File: config.mk
export PLATFORM = sky130hd
export DESIGN_NAME = sram_like_arbiter
export DESIGN_NICKNAME = d
export VERILOG_FILES = /design/src/rtl/sram_like_arbiter.sv
export SDC_FILE = /design/constraint.sdc
export NUM_CORES = 1
export LEC_CHECK = 0
export ABC_CLOCK_PERIOD_IN_PS = 1350
export CAP_MARGIN = 20
export CORE_MARGIN = 3
export CORE_UTILIZATION = 29
export DETAILED_ROUTE_END_ITERATION = 7
export HOLD_SLACK_MARGIN = 0.08
export PLACE_DENSITY = 0.7
export RECOVER_POWER = 50
export REMOVE_ABC_BUFFERS = 1
export SYNTH_ARGS = -nofsm -noshare
export SYNTH_HDL_FRONTEND = slang
export SYNTH_SLANG_ARGS = --single-unit
File: constraint.sdc
create_clock -name clk -period 1.35 [get_ports clk]
set_input_delay 0.27 -clock clk [delete_from_list [all_inputs] [get_ports clk]]
set_output_delay 0.27 -clock clk [all_outputs]
set_load 0.005 [all_outputs]
File: src/rtl/sram_like_arbiter.sv
// Two-requester (fetch / MEM-stage data) arbiter onto one sram-like port, one transaction in flight.
// Optional macro ARB_RR_EN: round-robin on simultaneous requests instead of fixed data-over-inst priority.
module sram_like_arbiter #(
    parameter int ADDR_W = 32,
    parameter int DATA_W = 32
) (
    input  logic              clk,
    input  logic              resetn,

    input  logic              inst_req,
    input  logic [ADDR_W-1:0] inst_addr,
    output logic              inst_addr_ok,
    output logic              inst_data_ok,
    output logic [DATA_W-1:0] inst_rdata,

    input  logic              data_req,
    input  logic              data_wr,
    input  logic [1:0]        data_size,
    input  logic [ADDR_W-1:0] data_addr,
    input  logic [DATA_W-1:0] data_wdata,
    output logic              data_addr_ok,
    output logic              data_data_ok,
    output logic [DATA_W-1:0] data_rdata,

    output logic              req,
    output logic              wr,
    output logic [1:0]        size,
    output logic [ADDR_W-1:0] addr,
    output logic [DATA_W-1:0] wdata,
    input  logic              addr_ok,
    input  logic              data_ok,
    input  logic [DATA_W-1:0] rdata
);

    typedef enum logic [1:0] {
        IDLE = 2'd0,
        ADDR = 2'd1,
        DATA = 2'd2
    } state_t;

    state_t            state, state_nxt;
    logic              owner, owner_nxt;   // 0 = inst, 1 = data
    logic              req_q, req_nxt;
    logic              wr_q, wr_nxt;
    logic [1:0]        size_q, size_nxt;
    logic [ADDR_W-1:0] addr_q, addr_nxt;
    logic [DATA_W-1:0] wdata_q, wdata_nxt;
    logic              grant_data;
    logic              addr_hit;
    logic              done_hit;

`ifdef ARB_RR_EN
    logic              last_grant, last_grant_nxt;

    // last_grant uses the owner encoding; reset value 0 makes data win the first conflict
    always_comb begin
        grant_data = (inst_req && data_req) ? ~last_grant : data_req;
    end
`else
    always_comb begin
        grant_data = data_req;
    end
`endif

    always_ff @(posedge clk) begin
        if (!resetn) begin
            state   <= IDLE;
            owner   <= 1'b0;
            req_q   <= 1'b0;
            wr_q    <= 1'b0;
            size_q  <= 2'b00;
            addr_q  <= '0;
            wdata_q <= '0;
`ifdef ARB_RR_EN
            last_grant <= 1'b0;
`endif
        end else begin
            state   <= state_nxt;
            owner   <= owner_nxt;
            req_q   <= req_nxt;
            wr_q    <= wr_nxt;
            size_q  <= size_nxt;
            addr_q  <= addr_nxt;
            wdata_q <= wdata_nxt;
`ifdef ARB_RR_EN
            last_grant <= last_grant_nxt;
`endif
        end
    end

    always_comb begin
        state_nxt = state;
        owner_nxt = owner;
        req_nxt   = req_q;
        wr_nxt    = wr_q;
        size_nxt  = size_q;
        addr_nxt  = addr_q;
        wdata_nxt = wdata_q;
`ifdef ARB_RR_EN
        last_grant_nxt = last_grant;
`endif
        case (state)
            IDLE: begin
                if (inst_req || data_req) begin
                    state_nxt = ADDR;
                    owner_nxt = grant_data;
                    req_nxt   = 1'b1;
`ifdef ARB_RR_EN
                    last_grant_nxt = grant_data;
`endif
                    if (grant_data) begin
                        wr_nxt    = data_wr;
                        size_nxt  = data_size;
                        addr_nxt  = data_addr;
                        wdata_nxt = data_wdata;
                    end else begin
                        wr_nxt    = 1'b0;
                        size_nxt  = 2'b10;
                        addr_nxt  = inst_addr;
                        wdata_nxt = '0;
                    end
                end
            end
            ADDR: begin
                if (addr_ok) begin
                    req_nxt   = 1'b0;
                    state_nxt = data_ok ? IDLE : DATA;
                end
            end
            DATA: begin
                if (data_ok) begin
                    state_nxt = IDLE;
                end
            end
            default: begin
                state_nxt = IDLE;
                req_nxt   = 1'b0;
            end
        endcase
    end

    // Handshakes are gated by resetn so nothing leaks out while reset is held mid-transaction
    assign addr_hit = resetn && (state == ADDR) && addr_ok;
    assign done_hit = resetn && (((state == ADDR) && addr_ok && data_ok) ||
                                 ((state == DATA) && data_ok));

    assign inst_addr_ok = addr_hit && !owner;
    assign data_addr_ok = addr_hit && owner;
    assign inst_data_ok = done_hit && !owner;
    assign data_data_ok = done_hit && owner;
    assign inst_rdata   = rdata;
    assign data_rdata   = rdata;

    assign req   = req_q;
    assign wr    = wr_q;
    assign size  = size_q;
    assign addr  = addr_q;
    assign wdata = wdata_q;

endmodule

Word level (Yosys, flattened, before mapping)
Index checks and enable logic that the tools add are counted.
Cells by class
  equality and inequality tests: 5
  multiplexer cells: 12
  bitwise operators: 1
  reductions and logical operators: 17
Operator list (count)
  32-bit two-way mux: 2
  1-bit logical AND: 10
  2-bit two-way mux: 5
  2-bit != test, second input constant: 3
  2-bit case mux with 3 select lines: 1
  3-bit AND reduction: 2
  1-bit two-way mux: 3
  1-bit case mux with 3 select lines: 1
  2-bit by 1-bit equality test with 1-bit output, second input constant: 1
  2-bit equality test, second input constant: 1
  2-bit logical NOT: 1
  1-bit logical OR: 2
  2-bit AND reduction: 1
  1-bit logical NOT: 1
  1-bit NOT: 1
Storage, ports and cells
  register bits: 71
  input bits: 137
  output and inout bits: 136
  word-level logic and storage cells: 42

Depth between registers and ports, before layout
  word-level depth: 6
  mapped depth: 6
  gate-level depth less buffers: 3

Worst setup path before layout
OpenSTA, ideal clock, no wires.
  path kind: reg-to-output
  from: register state[1]
  to: output port data_data_ok
  arrival time: 1032 ps
  data required time: 1080 ps
  slack: 48 ps
  stages on the path, launching flop included: 3
  buffers on the path: 0
  path through: dfxtp_1 mux2_2 nor3b_1
Between the ends
  word-level cells in the longest chain between the ends: 6
  elaborated cells on any way between the ends: 8
  classes of those cells: 2 x eq/ne; 6 x reduce/logical
Ends and longest elaborated chain
  start, declared: line 41  | state_t state, state_nxt;
  start signal, assigned: line 78  | state <= state_nxt;
  2-bit by 1-bit equality test with 1-bit output: line 144  | assign done_hit = resetn && (((state == ADDR) && addr_ok && data_ok) ||
  1-bit logical AND (2 in series): line 144
  1-bit logical OR *: line 144
  1-bit logical AND *: line 144
  1-bit logical AND *: line 150  | assign data_data_ok = done_hit && owner;
  end, declared: line 22  | output logic data_data_ok,
Every way passes the cells marked *; elsewhere a longest branch is shown, timed or not.

Worst setup path after layout
  from: register state[0]
  to: output port data_data_ok
The elaborated chain is that of the path after synthesis.

==> flow_summary.json <==
{
  "cp_top_family": "flip-flops",
  "hold_viol": 0,
  "ant_nets": 0,
  "netlist_area_sq_um": 3650,
  "r2r-start": "state[0]$_SDFFE_PN0P_",
  "first_iter_violations": 211,
  "pre_cts_ws_ns": -0.8480,
  "maxSlewViolCount": 0,
  "wl_microns": 15020,
  "busiest_layer": "met2",
  "dr.pass1.iters": 4,
  "hp-start": "resetn",
  "htree_levels": 3,
  "netlist_top_cells_area": "dfxtp_1, buf_4, o211a_1, mux2i_1, a21boi_1",
  "grt_max_degree": 70,
  "pwr-share-comb": 0.284,
  "io_pins": 273,
  "required_ns": 1.08,
  "grt.total_usage": 0.1885,
  "first_global_vias": 3528,
  "slowest_stage": "dfxtp_2",
  "clockPowerShare": 0.343,
  "grt_remaining_overflow": 0,
  "crit_fanout": 3,
  "swShare": 0.2656,
  "end_kind": "primary output",
  "grt_use_met2": 0.2622,
  "seq_area_sq_um": 1425,
  "placementRows": 40,
  "syn_avg_cell_area_sq_um": 9.382,
  "violations": "setup timing",
  "wl_per_cell_microns": 21.31,
  "cts_hold_buf": 0,
  "critPathLaunchType": "flop",
  "synthCells": 389,
  "hold_path_class": "primary input to flop",
  "multi_input_area_sq_um": 1938,
  "skew_ns": 0.006998,
  "power.internal_w": 0.004689,
  "crit_arrival_ns": 1.34,
  "synth_top_cell_by_area": "dfxtp_1",
  "power_density_nw_per_um2": 1014,
  "final_common_cell": "clkdlybuf4s50_1",
  "place_inst": 657,
  "final_cell_mix": "clkdlybuf4s50_1, dlygate4sd2_1, dfxtp_1",
  "timing.slew.headroom": 0.5604,
  "fin_ws_ns": -0.2567,
  "die_height_microns": 118.2,
  "leakage_nw": 2.993,
  "grtUsageMet3": 0.1359,
  "setup_viol": 71,
  "clkSinkCount": 71,
  "path_class": "flop to primary output",
  "clkTransAtPathRegs_ns": 0.06,
  "die_w_microns": 118.2,
  "coreArea_sq_um": 12160,
  "drive_gt1_frac": 0.3184,
  "vias": 3539,
  "dp_hpwl_microns": 9342,
  "ys.warnings.count": 0,
  "n_antenna_cell": 0,
  "seq_area_frac_synth": 0.3894,
  "fillers": 1077,
  "numCtsBuffers": 9,
  "max_stage_delay_ns": 0.35,
  "drv_cap": 0,
  "viasPerCell": 5.020,
  "path_buf_inv": 1,
  "period_share": 1.190,
  "start_util": 0.3001,
  "crit_chain": "nand2_2, mux2_4, nor3b_2, buf_2",
  "status": "complete, but fails checks",
  "cts_tree": "yes",
  "stdcell_count": 705,
  "clockRootBuffer": "clkbuf_16",
  "syn2layout_area_growth_pct": 72.57,
  "ys_ff_latch": 71,
  "worstSkewPairLatency_ns": 0.33,
  "synth.top_cell.area_share": 0.3894,
  "grtUsageMet1": 0.2175,
  "nNetsFinal": 669,
  "worst_pin_slew_ns": 0.6593,
  "drc": 0,
  "synthDistinctLibCells": 25,
  "antenna_found_initial": 1,
  "port_buffers": 176,
  "vdd_drop_max_v": 0.0004787,
  "gp_congestion": 0.7643,
  "min_period_ns": 1.607,
  "rsz0062_at_grt": "true",
  "p_switching_w": 0.001696,
  "clk_path_buf_depth": 2,
  "cp-startpoint": "state[0]$_SDFFE_PN0P_",
  "grt_pass1_wl_microns": 20400,
  "fmax_mhz": 622.4,
  "die_area_sq_um": 13970,
  "power_frac_seq": 0.373
}
==> sequential cells by signal (all words and copies together) (netlist names) <==
name,cells
state,2
req,1
owner,1
addr,32
wr,1
size,2
wdata,32
==> cell usage after synthesis, drive strengths merged <==
cell / count
or2: 2
nand2: 37
and4: 1
a21boi: 35
o211a: 33
nor2b: 2
nor3b: 4
o21ai: 36
nor2: 3
mux2i: 32
o221a: 1
buf: 80
dfxtp: 71
clkbuf: 17
mux2: 1
a22oi: 1
nand3: 32
nor3: 1
==> layer usage <==
layer | share of wire | vias to the layer above
met5 | 0.0053 | -
met4 | 0.015 | 4
met3 | 0.14 | 20
met2 | 0.44 | 252
met1 | 0.40 | 1663
li1 | - | 1600
==> metrics by stage <==
stage / instance area [sq um] / total power [W] / hold slack (ns) / utilization / setup TNS, ns
finish: 6299 / 0.006385 / 0.2371 / 0.5179 / -8.885
CTS: 5848 / 0.006211 / 0.2089 / 0.4809 / -10.39
global placement: 5181 / 0.003753 / 0.4535 / 0.4260 / -10.57
detailed placement: 5181 / 0.003780 / 0.4622 / 0.4260 / -11.98
floorplan: 2962 / 0.002826 / 0.3461 / - / -9.907
global route: 6299 / 0.006686 / 0.2277 / 0.5179 / -12.87
==> timing repair <==
action                                  in CTS  in global routing
gates resized for setup                    181                 65
buffers inserted                            11                 10
endpoints found under the setup margin     139                 71
pin swaps                                   10                 36
cloned                                       6                  9
==> logic make-up (layout without fill, tap and decap cells) <==
| family | Yosys count | count (layout) | synth area share |
|---|---|---|---|
| mux | 33 | 33 | 0.09085 |
| simple gates | 82 | 82 | 0.1142 |
| buf+inv | 97 | 245 | 0.1885 |
| flops | 71 | 71 | 0.3894 |
| compound gates | 106 | 106 | 0.2170 |
==> power groups by stage <==
stage          logic (W)  registers [W]  clock network [W]
3_3_place_gp     0.00135        0.00240                  0
5_1_grt          0.00193        0.00240            0.00235
4_1_cts          0.00158        0.00238            0.00225
2_1_floorplan   0.000406        0.00242                  0
3_5_place_dp     0.00137        0.00241                  0
6_report         0.00181        0.00238            0.00219
==> path summary, 6_finish.rpt <==
| kind | to | slack [ns] | cells after the start |
|---|---|---|---|
| hold reg to reg | wdata[0]$_SDFFE_PN0P_ | 0.46 | 2 |
| hold / removal | state[1]$_SDFFE_PN0P_ | 0.24 | 2 |
| setup reg to reg | wdata[31]$_SDFFE_PN0P_ | -0.17 | 8 |
| setup / recovery | data_data_ok | -0.26 | 4 |
==> cell type report <==
class	instances	share of cell area
well taps	168	0.03337
flip-flops and latches	71	0.2263
repair buffers	229	0.3888
clock buffers	12	0.04072
multi-input cells	221	0.3077
clock inverters	4	0.003178
Power figures use the tool's default switching activity.
